==> src/rtl/trigger_pkg.sv <==
// Shared constants for the trigger status readback block.
// Holds the register map addresses, the word returned by a pop from an empty
// FIFO, the FSTAT bit positions and a helper that packs the FSTAT word.
package trigger_pkg;

    // Register map of the readback bus (4-bit address space)
    typedef enum logic [3:0] {
        REG_FLAGS   = 4'd0,
        REG_TRIGCNT = 4'd1,
        REG_FSTAT   = 4'd2,
        REG_FPOP    = 4'd3,
        REG_TSNOW   = 4'd4
    } reg_addr_e;

    localparam logic [3:0]  ADDR_FLAGS   = 4'd0;
    localparam logic [3:0]  ADDR_TRIGCNT = 4'd1;
    localparam logic [3:0]  ADDR_FSTAT   = 4'd2;
    localparam logic [3:0]  ADDR_FPOP    = 4'd3;
    localparam logic [3:0]  ADDR_TSNOW   = 4'd4;

    localparam logic [31:0] FIFO_EMPTY_WORD = 32'hFFFF_FFFF;

    localparam int FSTAT_EMPTY_BIT = 16;
    localparam int FSTAT_FULL_BIT  = 17;
    localparam int FSTAT_OVF_BIT   = 18;

    // Builds the FSTAT word: fill level in the low bits, status flags above
    function automatic logic [31:0] pack_fstat(input logic [15:0] level,
                                               input logic        is_empty,
                                               input logic        is_full,
                                               input logic        ovf);
        logic [31:0] word;
        word                  = 32'd0;
        word[15:0]            = level;
        word[FSTAT_EMPTY_BIT] = is_empty;
        word[FSTAT_FULL_BIT]  = is_full;
        word[FSTAT_OVF_BIT]   = ovf;
        return word;
    endfunction

endpackage

==> src/rtl/trigger_ts_fifo.sv <==
// Synchronous timestamp FIFO, width DW, depth 2**AW.
// Ports:
//   clk, reset_n : clock, asynchronous active-low reset
//   push, din    : write request and data
//   pop          : read request (head is presented combinationally)
//   head         : oldest stored entry (undefined when empty)
//   level        : fill level 0..2**AW
//   full, empty  : status
//   dropped      : push lost this cycle because the FIFO stayed full
// A pop is evaluated before a push, so a full FIFO popped and pushed in the
// same cycle accepts the new entry and keeps its level.
module trigger_ts_fifo #(
    parameter int AW = 4,
    parameter int DW = 32
) (
    input  logic          clk,
    input  logic          reset_n,
    input  logic          push,
    input  logic          pop,
    input  logic [DW-1:0] din,
    output logic [DW-1:0] head,
    output logic [AW:0]   level,
    output logic          full,
    output logic          empty,
    output logic          dropped
);

    localparam int DEPTH = 1 << AW;

    logic [DW-1:0] mem_r [DEPTH];
    logic [AW-1:0] wr_ptr_r;
    logic [AW-1:0] rd_ptr_r;
    logic [AW:0]   level_r;
    logic          pop_ok_s;
    logic          push_ok_s;

    assign full      = (level_r == (AW+1)'(DEPTH));
    assign empty     = (level_r == (AW+1)'(0));
    assign level     = level_r;
    assign head      = mem_r[rd_ptr_r];
    // The pop frees a slot first, which lets a push into a full FIFO succeed
    assign pop_ok_s  = pop & ~empty;
    assign push_ok_s = push & (~full | pop_ok_s);
    assign dropped   = push & ~push_ok_s;

    // Pointer and fill-level bookkeeping
    always_ff @(posedge clk or negedge reset_n) begin
        if (!reset_n) begin
            wr_ptr_r <= AW'(0);
            rd_ptr_r <= AW'(0);
            level_r  <= (AW+1)'(0);
        end else begin
            if (push_ok_s) begin
                wr_ptr_r <= wr_ptr_r + AW'(1);
            end
            if (pop_ok_s) begin
                rd_ptr_r <= rd_ptr_r + AW'(1);
            end
            case ({push_ok_s, pop_ok_s})
                2'b10:   level_r <= level_r + (AW+1)'(1);
                2'b01:   level_r <= level_r - (AW+1)'(1);
                default: level_r <= level_r;
            endcase
        end
    end

    // Storage array; contents need no reset since level gates visibility
    always_ff @(posedge clk) begin
        if (push_ok_s) begin
            mem_r[wr_ptr_r] <= din;
        end
    end

endmodule

==> src/rtl/trigger_status_interface.sv <==
// CPU readback side of the trigger register bank.
// Captures sync-qualified events into sticky flags, counts triggers, and
// stores the timestamp of each trigger in a FIFO. The CPU reads everything
// over a 4-bit address / 32-bit data bus with a fixed 1-clk read latency.
// Ports:
//   clk, reset_n   : clock, asynchronous active-low reset
//   sync           : trigger-domain clock enable, qualifies all capture
//   evt_in         : event lines, sampled when sync=1
//   trig           : trigger strobe, sampled when sync=1
//   read, address  : bus read request and register address
//   readdata       : read data, held until the next read
//   readdatavalid  : one-clk strobe one cycle after each accepted read
module trigger_status_interface
    import trigger_pkg::*;
#(
    parameter int NEVT    = 8,
    parameter int FIFO_AW = 4
) (
    input  logic            clk,
    input  logic            reset_n,
    input  logic            sync,
    input  logic [NEVT-1:0] evt_in,
    input  logic            trig,
    input  logic            read,
    input  logic [3:0]      address,
    output logic [31:0]     readdata,
    output logic            readdatavalid
);

    logic [31:0]     ts_r;
    logic [31:0]     trigcnt_r;
    logic [NEVT-1:0] flags_r;
    logic            ovf_r;

    logic            push_s;
    logic            rd_flags_s;
    logic            rd_fstat_s;
    logic            rd_fpop_s;
    logic [NEVT-1:0] evt_new_s;
    logic [NEVT-1:0] flags_clr_s;
    logic [31:0]     flags_word_s;
    logic [31:0]     rdata_s;

    logic [31:0]     fifo_head_s;
    logic [FIFO_AW:0] fifo_level_s;
    logic            fifo_full_s;
    logic            fifo_empty_s;
    logic            fifo_drop_s;

    assign push_s     = sync & trig;
    assign rd_flags_s = read & (address == ADDR_FLAGS);
    assign rd_fstat_s = read & (address == ADDR_FSTAT);
    assign rd_fpop_s  = read & (address == ADDR_FPOP);

    trigger_ts_fifo #(
        .AW (FIFO_AW),
        .DW (32)
    ) u_fifo (
        .clk     (clk),
        .reset_n (reset_n),
        .push    (push_s),
        .pop     (rd_fpop_s),
        .din     (ts_r),
        .head    (fifo_head_s),
        .level   (fifo_level_s),
        .full    (fifo_full_s),
        .empty   (fifo_empty_s),
        .dropped (fifo_drop_s)
    );

    // Event qualification and the set of flag bits returned by this read
    always_comb begin
        evt_new_s    = '0;
        flags_clr_s  = '0;
        flags_word_s = 32'd0;
        if (sync) begin
            evt_new_s = evt_in;
        end else begin
            evt_new_s = '0;
        end
        if (rd_flags_s) begin
            flags_clr_s = flags_r;
        end else begin
            flags_clr_s = '0;
        end
        flags_word_s[NEVT-1:0] = flags_r;
    end

    // Read data mux; an empty FPOP returns the marker word instead of stale memory
    always_comb begin
        rdata_s = 32'd0;
        case (address)
            ADDR_FLAGS:   rdata_s = flags_word_s;
            ADDR_TRIGCNT: rdata_s = trigcnt_r;
            ADDR_FSTAT:   rdata_s = pack_fstat(16'(fifo_level_s), fifo_empty_s,
                                               fifo_full_s, ovf_r);
            ADDR_FPOP: begin
                if (fifo_empty_s) begin
                    rdata_s = FIFO_EMPTY_WORD;
                end else begin
                    rdata_s = fifo_head_s;
                end
            end
            ADDR_TSNOW:   rdata_s = ts_r;
            default:      rdata_s = 32'd0;
        endcase
    end

    // Timestamp, trigger counter, sticky flags and sticky overflow
    always_ff @(posedge clk or negedge reset_n) begin
        if (!reset_n) begin
            ts_r      <= 32'd0;
            trigcnt_r <= 32'd0;
            flags_r   <= '0;
            ovf_r     <= 1'b0;
        end else begin
            if (sync) begin
                ts_r <= ts_r + 32'd1;
            end
            if (push_s) begin
                trigcnt_r <= trigcnt_r + 32'd1;
            end
            // Only the bits actually returned are cleared; a same-cycle event survives
            flags_r <= (flags_r & ~flags_clr_s) | evt_new_s;
            // A new overflow in the read cycle wins over the clear
            ovf_r   <= (ovf_r & ~rd_fstat_s) | fifo_drop_s;
        end
    end

    // Registered bus response; data is held between reads
    always_ff @(posedge clk or negedge reset_n) begin
        if (!reset_n) begin
            readdata      <= 32'd0;
            readdatavalid <= 1'b0;
        end else begin
            readdatavalid <= read;
            if (read) begin
                readdata <= rdata_s;
            end
        end
    end

endmodule

==> config.mk <==
export PLATFORM = sky130hd
export DESIGN_NAME = trigger_status_interface
export DESIGN_NICKNAME = d
export VERILOG_FILES = /design/src/rtl/trigger_pkg.sv /design/src/rtl/trigger_ts_fifo.sv /design/src/rtl/trigger_status_interface.sv
export SDC_FILE = /design/constraint.sdc
export NUM_CORES = 1
export LEC_CHECK = 0
export CAP_MARGIN = 20
export CORE_MARGIN = 2
export CORE_UTILIZATION = 67
export CTS_CLUSTER_SIZE = 16
export DETAILED_ROUTE_END_ITERATION = 7
export PLACE_DENSITY = 0.95
export SLEW_MARGIN = 20
export SYNTH_ARGS = -nofsm -noshare
export SYNTH_HDL_FRONTEND = slang
export SYNTH_SLANG_ARGS = --single-unit
==> constraint.sdc <==
create_clock -name clk -period 10.1 [get_ports clk]
set_input_delay 2.02 -clock clk [delete_from_list [all_inputs] [get_ports clk]]
set_output_delay 2.02 -clock clk [all_outputs]
set_load 0.01 [all_outputs]
==> impl_metrics.toml <==
[outcome]
outcome = "finished clean"

[drt]
wire_per_inst_um = 34.64
wl_met2_um = 33110
met1_length_um = 23990
dr.max_layer_used = "met4"
dr.first_iter.drc_count = 2957
drtAntennaViolNets = 0
viasPerCell = 7.473
wl_met3_um = 10490
route.detailed.drc = 0
via_count = 15400
routed_wl_um = 71360
dr.pass1.iters = 8

[synth]
ys_types = 64
netlist_area_sq_um = 25460
synth_seq_cells = 631
yosys_warnings = 0
ys_dominant_reg_cell = "edfxtp_1"
synth_top_family_by_area = "multiplexers"
synthMuxAreaShare_pct = 12.77
synth_nets = 1454
synth_simple_gate_area_share_pct = 5.264
async_flop_share_pct = 18.86
synthAdderAreaFrac_pct = 0.5701
synth_xor_xnor_area_share_pct = 2.477
postSynthAreaPerCell_sq_um = 17.85
synth-compound-area-share_pct = 5.003
yosysSeqAreaShare_pct = 72.09
netlist_instances = 1426
synth-edff-count = 512

[timing]
rsz0062_at_grt = "no"
setup-tns-final_ps = 0
max_clock_freq_ghz = 0.1802
relSlewSlack_pct = 24.23
period_needed_ps = 5549
finalSetupViolations = 0
hold_viol = 0
finalCritPeriodShare_pct = 54.94
fin_skew_ps = 35.45
maxSlewViolCount = 0
worst_slew_pin_slew_ps = 1134
holdWs_ps = 515.2

[cts]
clock_sinks = 631
ctsHtreeMaxLevel = 2
cts_buffers = 58
cts-hold-fix-buffers = 0
clk_pin_slew_ps = 60
postCtsResizedCells = 0
cts_tree = "built"
clk_latency_ps = 660
postCtsSetupRepairBufs = 0
cts_root_buf = "clkbuf_16"
cts_max_path_buffers = 3

[worst_hold_path]
whs_path_depth = 1
hold_path.class = "flop to flop"

[pwr]
p_per_area_nw_per_um2 = 244.4
p_leak_uw = 0.009563
vdd_drop_max_mv = 0.1521

[critical_path]
cp.required_ps = 10350
end_kind = "flop"
r2r.worst_path.cells = 7
cp_max_fo = 32
cp_top_family = "simple AND/OR/NAND/NOR gates"
start_kind = "input pin"
slowest_delay_ps = 970
path_cells = "clkdlybuf4s50_1, nor3b_2, nand3_1, buf_4, a31oi_4, nand2_1, nor2_4"
cp_slowest_cell = "nor2_4"
cp_num_buf_inv = 2
path_class = "input pin to flop"
worstPathArrival_ps = 5800
cp.depth = 7

[floorplan]
rows = 71
die_area_sq_um = 39570
start_util_pct = 67.75
die_w_um = 198.9
pin_count = 50
die_h_um = 198.9
core_area_sq_um = 37580

[grt]
grtUsageTotal_pct = 37.70
grt_pass1_vias = 15090
overflow = 0
grt_pass1_wl_um = 104100
antenna_found_initial = 1
grt_max_degree = 72

[place]
place_congestion = 0.9163
post-dp-hpwl_um = 40580
io_buffers = 49

[flow_run]
cap_violations = 0

[finish]
drive_gt1_share_pct = 21.19
fin_nets = 1526
area_growth_pct = 12.16
cell usage after synthesis, types with 4 or more instances:
| master | number | area, sq um |
|---|---|---|
| dfrtp_1 | 119 | 2978 |
| nor2_1 | 65 | 244.0 |
| nor2b_1 | 11 | 68.82 |
| clkbuf_1 | 31 | 116.4 |
| buf_1 | 5 | 18.77 |
| a22o_1 | 8 | 70.07 |
| a21oi_1 | 7 | 35.03 |
| edfxtp_1 | 512 | 15370 |
| ha_1 | 10 | 125.1 |
| nand3_1 | 22 | 110.1 |
| nand4_1 | 15 | 93.84 |
| o21ai_0 | 14 | 70.07 |
| nand2b_1 | 4 | 25.02 |
| a31oi_1 | 25 | 156.4 |
| a22oi_1 | 54 | 405.4 |
| nor3_1 | 10 | 50.05 |
| o22ai_1 | 17 | 106.4 |
| and4_1 | 7 | 61.31 |
| inv_1 | 17 | 63.81 |
| xor2_1 | 23 | 201.4 |
| a2111o_1 | 12 | 135.1 |
| nor4_1 | 4 | 25.02 |
| or3_1 | 12 | 75.07 |
| and3_1 | 7 | 43.79 |
| mux2i_1 | 29 | 290.3 |
| buf_2 | 26 | 130.1 |
| nand2_1 | 80 | 300.3 |
| o211ai_1 | 5 | 37.54 |
| xnor2_1 | 49 | 429.2 |
| and2_1 | 5 | 31.28 |
| o22a_1 | 5 | 43.79 |
| mux4_2 | 100 | 2252 |
| mux2_2 | 60 | 675.7 |
| buf_6 | 6 | 67.56 |
per-layer routing:
layer / GRT usage (%) / vias up
li1: - / 5805
met1: 51.97 / 7670
met4: 16.50 / 0
met3: 10.80 / 310
met2: 57.19 / 1610
met5: 0 / -
metrics by stage:
stage	power [uW]	cells	util, %	setup WS, ps	instance area (sq um)
3_5_place_dp	4626	1949	70.74	4213	26580
2_1_floorplan	4176	1426	-	4379	25460
3_3_place_gp	4531	1949	70.74	4378	26580
6_report	6978	2060	75.99	4551	28550
5_1_grt	7109	2059	75.98	4535	28550
4_1_cts	6905	2059	75.97	4752	28550
final timing paths:
path / startpoint / to / slack (ps)
worst min-delay path: trigcnt_r[15] / trigcnt_r[15] / 520
worst min register to register: trigcnt_r[15] / trigcnt_r[15] / 520
min in group asynchronous: reset_n / readdata[19] / 1350
max in group asynchronous: reset_n / ts_r[18] / 7460
worst max-delay path: address[2] / u_fifo.mem_r[7][6] / 4550
worst max register to register: u_fifo.rd_ptr_r[0] / readdata[18] / 5660
area by class of cell:
| class | count | area, sq um |
|---|---|---|
| fillers | 1805 | 9022 |
| clock buffers | 75 | 1620 |
| repair buffers | 84 | 754.5 |
| diodes | 1 | 2.502 |
| multi-input cells | 706 | 6769 |
| inverters | 17 | 63.81 |
| well taps | 511 | 639.4 |
| flip-flops and latches | 631 | 18360 |
| clock inverters | 35 | 344.1 |
power by group:
group	switching (uW)	internal [uW]	total, uW
Clock	993	1290	2280
Combinational	805	566	1370
Sequential	291	3030	3330
Total	2090	4890	6980
cells by family after synthesis:
family | count (synthesis)
AO/OA/AOI/OAI | 169
XOR/XNOR | 72
adder cells (fa/ha/maj) | 11
buffers and inverters | 89
flip-flops | 631
multiplexers | 192
AND/OR/NAND/NOR | 262
sequential cells by signal (all words and copies together), names as in the netlist:
signal and cells:
ovf_r 1, u_fifo.mem_r 512, ts_r 32, u_fifo.wr_ptr_r 4, trigcnt_r 32, readdatavalid 1
flags_r 8, u_fifo.level 5, readdata 32, u_fifo.rd_ptr_r 4
cells in the final DEF, fill, tap and decap left out, types with 35 or more instances in the layout:
cell,synthesis,final
a22oi_1,54,54
buf_4,1,35
clkbuf_16,0,59
clkdlybuf4s50_1,0,48
dfrtp_1,119,116
edfxtp_1,512,512
mux2_2,60,60
mux4_2,100,100
nand2_1,80,80
nor2_1,65,50
xnor2_1,49,49
No activity file was read; power rests on OpenSTA's default activity.
